[src/rtl/aqua_pkg.sv]
// Shared types for the commit buffer: the regfile writeback package and
// the per-entry record held in the buffer.
package aqua_pkg;

    localparam int COMMIT_DEPTH = 8;
    localparam int XLEN         = 32;
    localparam int REG_W        = 5;

    typedef struct packed {
        logic             wren_instr1;
        logic [REG_W-1:0] rd_addr_instr1;
        logic [XLEN-1:0]  rd_data_instr1;
        logic             wren_instr2;
        logic [REG_W-1:0] rd_addr_instr2;
        logic [XLEN-1:0]  rd_data_instr2;
    } writeback_s;

    typedef struct packed {
        logic             valid;
        logic             done;
        logic [REG_W-1:0] rd;
        logic             wren;
        logic [XLEN-1:0]  data;
    } commit_entry_s;

endpackage

[src/rtl/wb_commit_ptr.sv]
// Head/tail/occupancy bookkeeping for the commit buffer, including the
// allocation-ready and empty flags derived from the registered count.
module wb_commit_ptr
    import aqua_pkg::*;
#(
    parameter int DEPTH = COMMIT_DEPTH,
    parameter int TAG_W = $clog2(DEPTH)
) (
    input  logic             i_clk,
    input  logic             i_rst_n,
    input  logic             i_flush,
    input  logic [1:0]       i_alloc_cnt,
    input  logic [1:0]       i_retire_cnt,
    output logic [TAG_W-1:0] o_head,
    output logic [TAG_W-1:0] o_tail,
    output logic             o_alloc_rdy,
    output logic             o_empty
);

    localparam int CNT_W = TAG_W + 1;
    localparam logic [CNT_W-1:0] ALLOC_LIMIT = CNT_W'(DEPTH - 2);

    logic [TAG_W-1:0] head_q, head_d;
    logic [TAG_W-1:0] tail_q, tail_d;
    logic [CNT_W-1:0] count_q, count_d;

    // Pointers wrap for free because DEPTH is a power of two.
    always_comb begin
        head_d  = head_q + TAG_W'(i_retire_cnt);
        tail_d  = tail_q + TAG_W'(i_alloc_cnt);
        count_d = count_q + CNT_W'(i_alloc_cnt) - CNT_W'(i_retire_cnt);
        if (i_flush) begin
            head_d  = '0;
            tail_d  = '0;
            count_d = '0;
        end
    end

    always_ff @(posedge i_clk or negedge i_rst_n) begin
        if (!i_rst_n) begin
            head_q  <= '0;
            tail_q  <= '0;
            count_q <= '0;
        end else begin
            head_q  <= head_d;
            tail_q  <= tail_d;
            count_q <= count_d;
        end
    end

    assign o_head      = head_q;
    assign o_tail      = tail_q;
    assign o_alloc_rdy = (count_q <= ALLOC_LIMIT);
    assign o_empty     = (count_q == '0);

endmodule

[src/rtl/wb_commit_buffer.sv]
// Dual-issue in-order commit buffer: allocates in program order, accepts
// out-of-order completions by tag, retires up to two head entries per cycle.
module wb_commit_buffer
    import aqua_pkg::*;
#(
    parameter int DEPTH = COMMIT_DEPTH,
    parameter int TAG_W = $clog2(DEPTH)
) (
    input  logic             i_clk,
    input  logic             i_rst_n,
    input  logic             i_flush,
    input  logic             i_alloc_vld1,
    input  logic             i_alloc_vld2,
    input  logic [4:0]       i_alloc_rd1,
    input  logic [4:0]       i_alloc_rd2,
    input  logic             i_alloc_wren1,
    input  logic             i_alloc_wren2,
    output logic             o_alloc_rdy,
    output logic [TAG_W-1:0] o_alloc_tag1,
    output logic [TAG_W-1:0] o_alloc_tag2,
    input  logic             i_cmp_vld1,
    input  logic [TAG_W-1:0] i_cmp_tag1,
    input  logic [31:0]      i_cmp_data1,
    input  logic             i_cmp_vld2,
    input  logic [TAG_W-1:0] i_cmp_tag2,
    input  logic [31:0]      i_cmp_data2,
    output writeback_s       o_wb_rf_pkg,
    output logic             o_empty
);

    commit_entry_s    entries_q [DEPTH];
    commit_entry_s    entries_d [DEPTH];
    writeback_s       wb_q, wb_d;
    logic [TAG_W-1:0] head, head_nxt, tail;
    commit_entry_s    head_e, next_e;
    logic             alloc_rdy, acc1, acc2, ret1, ret2;
    logic [1:0]       alloc_cnt, retire_cnt;

    wb_commit_ptr #(
        .DEPTH (DEPTH),
        .TAG_W (TAG_W)
    ) u_ptr (
        .i_clk        (i_clk),
        .i_rst_n      (i_rst_n),
        .i_flush      (i_flush),
        .i_alloc_cnt  (alloc_cnt),
        .i_retire_cnt (retire_cnt),
        .o_head       (head),
        .o_tail       (tail),
        .o_alloc_rdy  (alloc_rdy),
        .o_empty      (o_empty)
    );

    assign head_nxt   = head + TAG_W'(1);
    assign head_e     = entries_q[head];
    assign next_e     = entries_q[head_nxt];
    assign ret1       = head_e.valid & head_e.done;
    assign ret2       = ret1 & next_e.valid & next_e.done;
    assign acc1       = i_alloc_vld1 & alloc_rdy;
    assign acc2       = i_alloc_vld2 & alloc_rdy;
    assign alloc_cnt  = 2'(acc1) + 2'(acc2);
    assign retire_cnt = 2'(ret1) + 2'(ret2);

    // A lone younger request is compacted into the tail slot.
    assign o_alloc_tag1 = tail;
    assign o_alloc_tag2 = (i_alloc_vld2 & ~i_alloc_vld1) ? tail : tail + TAG_W'(1);
    assign o_alloc_rdy  = alloc_rdy;

    // Retire clears after completion so a stray late completion cannot revive a retired slot.
    always_comb begin
        entries_d = entries_q;
        if (i_cmp_vld1 && entries_q[i_cmp_tag1].valid) begin
            entries_d[i_cmp_tag1].done = 1'b1;
            entries_d[i_cmp_tag1].data = i_cmp_data1;
        end
        if (i_cmp_vld2 && entries_q[i_cmp_tag2].valid) begin
            entries_d[i_cmp_tag2].done = 1'b1;
            entries_d[i_cmp_tag2].data = i_cmp_data2;
        end
        if (ret1) entries_d[head]     = '0;
        if (ret2) entries_d[head_nxt] = '0;
        if (acc1) entries_d[tail] = '{valid: 1'b1, done: 1'b0, rd: i_alloc_rd1,
                                      wren: i_alloc_wren1, data: '0};
        if (acc2) entries_d[o_alloc_tag2] = '{valid: 1'b1, done: 1'b0, rd: i_alloc_rd2,
                                              wren: i_alloc_wren2, data: '0};
        if (i_flush) begin
            for (int i = 0; i < DEPTH; i++) entries_d[i] = '0;
        end
    end

    // The younger of two same-register writes wins, so the older write is dropped.
    always_comb begin
        wb_d = '0;
        if (ret1) begin
            wb_d.rd_addr_instr1 = head_e.rd;
            wb_d.rd_data_instr1 = head_e.data;
            wb_d.wren_instr1    = head_e.wren & (head_e.rd != '0);
        end
        if (ret2) begin
            wb_d.rd_addr_instr2 = next_e.rd;
            wb_d.rd_data_instr2 = next_e.data;
            wb_d.wren_instr2    = next_e.wren & (next_e.rd != '0);
        end
        if (wb_d.wren_instr1 && wb_d.wren_instr2 &&
            (wb_d.rd_addr_instr1 == wb_d.rd_addr_instr2)) begin
            wb_d.wren_instr1 = 1'b0;
        end
        if (i_flush) wb_d = '0;
    end

    always_ff @(posedge i_clk or negedge i_rst_n) begin
        if (!i_rst_n) begin
            for (int i = 0; i < DEPTH; i++) entries_q[i] <= '0;
            wb_q <= '0;
        end else begin
            entries_q <= entries_d;
            wb_q      <= wb_d;
        end
    end

    assign o_wb_rf_pkg = wb_q;

    a_cmp1_live: assert property (@(posedge i_clk) disable iff (!i_rst_n)
        i_cmp_vld1 |-> entries_q[i_cmp_tag1].valid)
        else $warning("wb_commit_buffer: completion on port 1 to idle entry ignored");
    a_cmp2_live: assert property (@(posedge i_clk) disable iff (!i_rst_n)
        i_cmp_vld2 |-> entries_q[i_cmp_tag2].valid)
        else $warning("wb_commit_buffer: completion on port 2 to idle entry ignored");
    a_cmp_distinct: assert property (@(posedge i_clk) disable iff (!i_rst_n)
        !(i_cmp_vld1 && i_cmp_vld2 && (i_cmp_tag1 == i_cmp_tag2)));

endmodule

[config.mk]
export PLATFORM = sky130hd
export DESIGN_NAME = wb_commit_buffer
export DESIGN_NICKNAME = d
export VERILOG_FILES = /design/src/rtl/aqua_pkg.sv /design/src/rtl/wb_commit_ptr.sv /design/src/rtl/wb_commit_buffer.sv
export SDC_FILE = /design/constraint.sdc
export NUM_CORES = 1
export LEC_CHECK = 0
export CORE_MARGIN = 5
export CORE_UTILIZATION = 54
export DETAILED_ROUTE_END_ITERATION = 8
export HOLD_SLACK_MARGIN = 0.05
export PLACE_DENSITY = 0.77
export SYNTH_ARGS = -nofsm -noshare
export SYNTH_HDL_FRONTEND = slang
export SYNTH_SLANG_ARGS = --single-unit
[constraint.sdc]
create_clock -name i_clk -period 3.6 [get_ports i_clk]
set_input_delay 1.08 -clock i_clk [delete_from_list [all_inputs] [get_ports i_clk]]
set_output_delay 1.08 -clock i_clk [all_outputs]
set_load 0.05 [all_outputs]
==> results.cfg, run 1 <==
[status]
status = completed

[die]
die_h_um = 221
design.core.area_mm2 = 0.0440
die_area_mm2 = 0.0487
io_pins = 173
rows = 77
die_w_um = 221
start_util_pct = 54.4

[layout]
final_cell_mix = 405 x dfrtp_1, 378 x nor2_1, 294 x mux2i_1
syn_to_final_growth_pct = 17.4
fillers = 3467
nets = 2612
seq_area_mm2 = 0.0102
drive_above_1_share_pct = 12.2
multi_input_area_mm2 = 0.0125
final_common_cell = dfrtp_1

[timing]
max_freq_mhz = 286
timing.final.crit_share_pct = 97.2
setup_violations = 0
postLayoutSetupSlackWorst_ps = 102
slew_viol_final = 0
tns_ps = 0
hold_violations = 0
fin_crit_ps = 3500
finClkSkew_ps = 25.3
rsz0062_at_grt = no
worstMarginPinSlew_ps = 975
relSlewSlack_pct = 33.3

[power_and_ir_drop]
peakVddDrop_mv = 0.460
fin_total_pwr_mw = 12.7
p_leak_nw = 13.1
power.density_mw_per_mm2 = 451

[clock_tree]
clockBufferDepth = 3
numCtsBuffers = 46
cts_hold_buf = 0
clock-root-buffer = clkbuf_16
cts.sinks = 406
cts_max_level = 2
clk_pin_slew_ps = 60
cts_setup_buffers = 0
cts_tree = done
clock_latency_ps = 610

[synth]
ys_warn_count = 0
netlist_instances = 2464
syn-cell-area_mm2 = 0.0240
synth_nets = 2569
ys_seq_area_share_pct = 42.4
ys_ff_latch = 406
synth_flop_cell = dfrtp_1
synth_edf_count = 0
syn_avg_cell_area_um2 = 9.72
async_flop_share_pct = 100
synth_cell_type_count = 74

[grt]
use_met2_pct = 51.8
grt-ovfl-total = 0
grt_pass1_vias = 22300
met3_usage_pct = 9.52
grt_max_degree = 110
grt_pass1_wl_um = 129000
top_usage_layer = met2
antenna_found_initial = 8
grtUsageTotal_pct = 34.2
met1_usage_pct = 44.0

[setup_path]
cp-end-kind = output pin
regToRegStartpoint = u_ptr.o_head[0]
worstPathArrival_ps = 2420
worstPathMaxFanout = 5
cp.required_ps = 2520
cp-start-kind = input port
reg2reg_slack_ps = 180
critPathKind = in2out
rr_worst_depth = 12
r2r-end = u_ptr.count_q[3]

[route]
dr.first_iter.drc_count = 3026
first_pass_iters = 6
wl_per_cell_um = 27.1
vias = 22200
drc = 0
via_per_inst = 7.09
ant_nets = 0
totalWireLength_um = 84800

[placement]
port_buffers = 172
place_ws_ps = 43.3
gp_congestion = 0.920
dp_hpwl_um = 51100

[hold_path]
hold_path.class = in2async

[flow_run]
cap_violations = 0
[state kept, by name (all words and copies together), names as in the netlist]
register,count
entries_q,320
o_wb_rf_pkg,76
u_ptr.count_q,4
u_ptr.o_head,3
u_ptr.o_tail,3
[critical path, cell delays in order]
cell             delay (ps)
clkdlybuf4s50_1         520
nand2b_1                230
nand2_1                  90
xnor2_1                 300
buf_12                  190
[routing by layer]
| metal | share of wire, % | wire [um] |
|---|---|---|
| met5 | 0.093 | 79 |
| met4 | 6.9 | 5830 |
| met3 | 12 | 10600 |
| met2 | 44 | 37500 |
| met1 | 36 | 30800 |
[metrics by stage]
stage | cell area [um2] | hold slack (ps) | instances | utilization, %
final | 28100 | 454 | 3133 | 63.9
after global routing | 28100 | 475 | 3130 | 63.9
after CTS | 28100 | 460 | 3130 | 63.8
after detailed placement | 26500 | 557 | 3051 | 60.3
after global placement | 26500 | 553 | 3051 | 60.3
after floorplan | 24000 | 518 | 2464 | -
[power by group]
part	switching [mW]	internal (mW)	leakage [nW]	total, mW
logic	1.64	1.03	6.70	2.67
clock network	2.01	2.94	0.763	4.95
registers	0.267	4.80	5.65	5.06
[cell families (layout without fill, tap and decap cells)]
| logic type | Yosys count | in the layout | synth area share [%] |
|---|---|---|---|
| buffers and inverters | 333 | 407 | 5.97 |
| and+or+nand+nor | 743 | 743 | 14.3 |
| DFF | 406 | 406 | 42.4 |
| other | 0 | 3 | 0 |
| AOI/OAI and AO/OA | 608 | 608 | 19.2 |
| adders and majority gates | 16 | 16 | 0.961 |
| xor gates and xnor gates | 9 | 9 | 0.439 |
| muxes | 349 | 349 | 16.7 |
[cells in the mapped netlist, types with 27 or more instances]
| master | number | area, um2 |
|---|---|---|
| a211oi_1 | 252 | 1890 |
| inv_1 | 38 | 143 |
| nor3_1 | 67 | 335 |
| a311oi_1 | 43 | 377 |
| clkbuf_2 | 27 | 135 |
| nand2_1 | 103 | 387 |
| nand3_1 | 39 | 195 |
| dfrtp_1 | 406 | 10200 |
| nor2_1 | 378 | 1420 |
| mux2i_1 | 294 | 2940 |
| buf_1 | 56 | 210 |
| mux4_2 | 39 | 878 |
| a211oi_2 | 29 | 363 |
| a21oi_1 | 46 | 230 |
| buf_2 | 41 | 205 |
| clkbuf_1 | 152 | 571 |
| o22ai_1 | 93 | 582 |
[worst max path at each step]
stage / end / startpoint / cells past startpoint
2_1_floorplan: u_ptr.count_q[3] / u_ptr.o_head[0] / 13
3_3_place_gp: u_ptr.count_q[3] / i_alloc_vld1 / 11
3_5_place_dp: entries_q[271] / i_alloc_vld1 / 9
4_1_cts: o_alloc_rdy / u_ptr.count_q[3] / 5
5_1_grt: o_alloc_tag2[2] / i_alloc_vld1 / 5
6_report: o_alloc_tag2[2] / i_alloc_vld1 / 5
[repair_timing]
action	4_1_cts	5_1_grt
hold endpoints to repair	0	0
setup endpoints to repair	0	2
gates resized for setup	0	3
[area by class of cell]
class	count	area share, %
diodes	3	0.0267
clock buffers	61	4.58
clock inverters	18	0.952
inverters	39	0.521
multi-input cells	1725	44.3
flip-flops and latches	406	36.1
well taps	592	2.63
repair buffers	289	10.8
(Power assumes the default switching activity.)
==> run 2: changes to the inputs <==
CORE_MARGIN = not set   (was 5)
CORE_UTILIZATION = 55   (was 54)
CTS_BUF_LIST = sky130_fd_sc_hd__clkbuf_4 sky130_fd_sc_hd__clkbuf_8   (was not set)
PLACE_DENSITY = 0.78   (was 0.77)
==> results.cfg, run 2 (synthesis results as in run 1) <==
[status]
status = completed

[timing]
finClkSkew_ps = 22.6
postLayoutSetupSlackWorst_ps = 85.5
slew_viol_final = 0
tns_ps = 0
setup_violations = 0
rsz0062_at_grt = no
relSlewSlack_pct = 25.2
max_freq_mhz = 285
fin_crit_ps = 3510
worstMarginPinSlew_ps = 1090
timing.final.crit_share_pct = 97.6
whs_ps = 260
hold_violations = 0

[grt]
grt-ovfl-total = 0
antenna_found_initial = 5
grt_max_degree = 117
grtUsageTotal_pct = 37.7
grt_pass1_wl_um = 129000
grt_pass1_vias = 22300

[clock_tree]
clock_latency_ps = 640
clock-root-buffer = clkbuf_8
numCtsBuffers = 71
clk_pin_slew_ps = 60
cts_max_level = 3
cts_tree = done
clockBufferDepth = 3
cts.sinks = 406
cts_hold_buf = 0

[placement]
dp_hpwl_um = 49700
place_ws_ps = 23.7
port_buffers = 172
gp_congestion = 0.950
place_inst = 3035

[layout]
nets = 2634
multi_input_area_mm2 = 0.0125
seq_area_mm2 = 0.0102
final_common_cell = dfrtp_1
drive_above_1_share_pct = 13.9
final_cell_mix = 405 x dfrtp_1, 378 x nor2_1, 294 x mux2i_1
regMostFlops = entries_q
instances_no_fill = 3168
syn_to_final_growth_pct = 17.0
fillers = 3371
largest_register_ffs = 320

[power_and_ir_drop]
pwr-share-seq_pct = 40.8
swShare_pct = 31.5
power.internal_mw = 8.50
power.switching_mw = 3.91
power.density_mw_per_mm2 = 443
pwr-share-comb_pct = 21.3
fin_total_pwr_mw = 12.4
peakVddDrop_mv = 0.332
p_leak_nw = 13.1
p_clk_share_pct = 37.9

[hold_path]
hold_path.class = in2async

[setup_path]
cp-end-kind = output pin
r2r-end = u_ptr.count_q[3]
critPathKind = in2out
regToRegStartpoint = u_ptr.o_head[0]
cp.required_ps = 2520
rr_worst_depth = 12
worstPathArrival_ps = 2430
worstPathMaxFanout = 5
cp-start-kind = input port
reg2reg_slack_ps = 150

[flow_run]
cap_violations = 0

[die]
die_h_um = 211
design.core.area_mm2 = 0.0430
die_area_mm2 = 0.0444
io_pins = 173
die_w_um = 211
rows = 76
start_util_pct = 55.7

[route]
totalWireLength_um = 83500
ant_nets = 0
wl_per_cell_um = 26.4
via_per_inst = 7.02
first_pass_iters = 8
vias = 22300
dr.first_iter.drc_count = 3004
drc = 0
[run 2: worst max path at each step]
| stage | from | endpoint | slack, ps | depth (start not counted) |
|---|---|---|---|---|
| after detailed placement | i_alloc_vld1 | u_ptr.count_q[3] | 20 | 11 |
| after global placement | i_alloc_vld1 | u_ptr.count_q[3] | 120 | 11 |
| after CTS | u_ptr.count_q[3] | o_alloc_rdy | 50 | 5 |
| final | i_alloc_vld1 | o_alloc_tag2[2] | 90 | 5 |
| after floorplan | u_ptr.o_head[0] | u_ptr.count_q[3] | 20 | 13 |
| after global routing | u_ptr.o_head[0] | u_ptr.count_q[3] | 2 | 12 |
[run 2: metrics by stage]
step	cell area [um2]	util [%]
2_1_floorplan	24000	-
3_3_place_gp	26400	61.4
3_5_place_dp	26400	61.4
4_1_cts	28000	65.1
5_1_grt	28000	65.2
6_report	28000	65.2
[run 2: what timing repair did]
action                                  CTS  global route
buffers inserted                          0             5
resized for setup                         0             1
endpoints found under the setup margin    0             2
hold endpoints to repair                  0             0
[run 2: layer usage]
layer	track usage (%)	routed length, um	up-vias
met1	48.1	30500	10800
met2	57.2	37000	1725
met5	0	44	-
met4	25.5	5860	6
li1	-	-	9284
met3	8.89	10100	478
[run 2: critical path: stages]
cell and delay [ps]:
clkdlybuf4s50_1 540, nand2b_1 230, nand2_1 90, xnor2_1 300
buf_12 180
[run 2: layout make-up]
type	instances	area share, %
diodes	1	0.00893
clock buffers	110	5.00
clock inverters	16	0.598
inverters	39	0.522
multi-input cells	1725	44.5
flip-flops and latches	406	36.3
well taps	585	2.61
repair buffers	286	10.5
[run 2: power by group through the flow]
| stage | combinational [mW] | clock (mW) | sequential [mW] |
|---|---|---|---|
| 2_1_floorplan | 1.57 | 0 | 5.07 |
| 3_3_place_gp | 2.50 | 0 | 5.12 |
| 3_5_place_dp | 2.57 | 0 | 5.13 |
| 4_1_cts | 2.58 | 4.74 | 5.05 |
| 5_1_grt | 2.81 | 4.94 | 5.09 |
| 6_report | 2.64 | 4.71 | 5.07 |
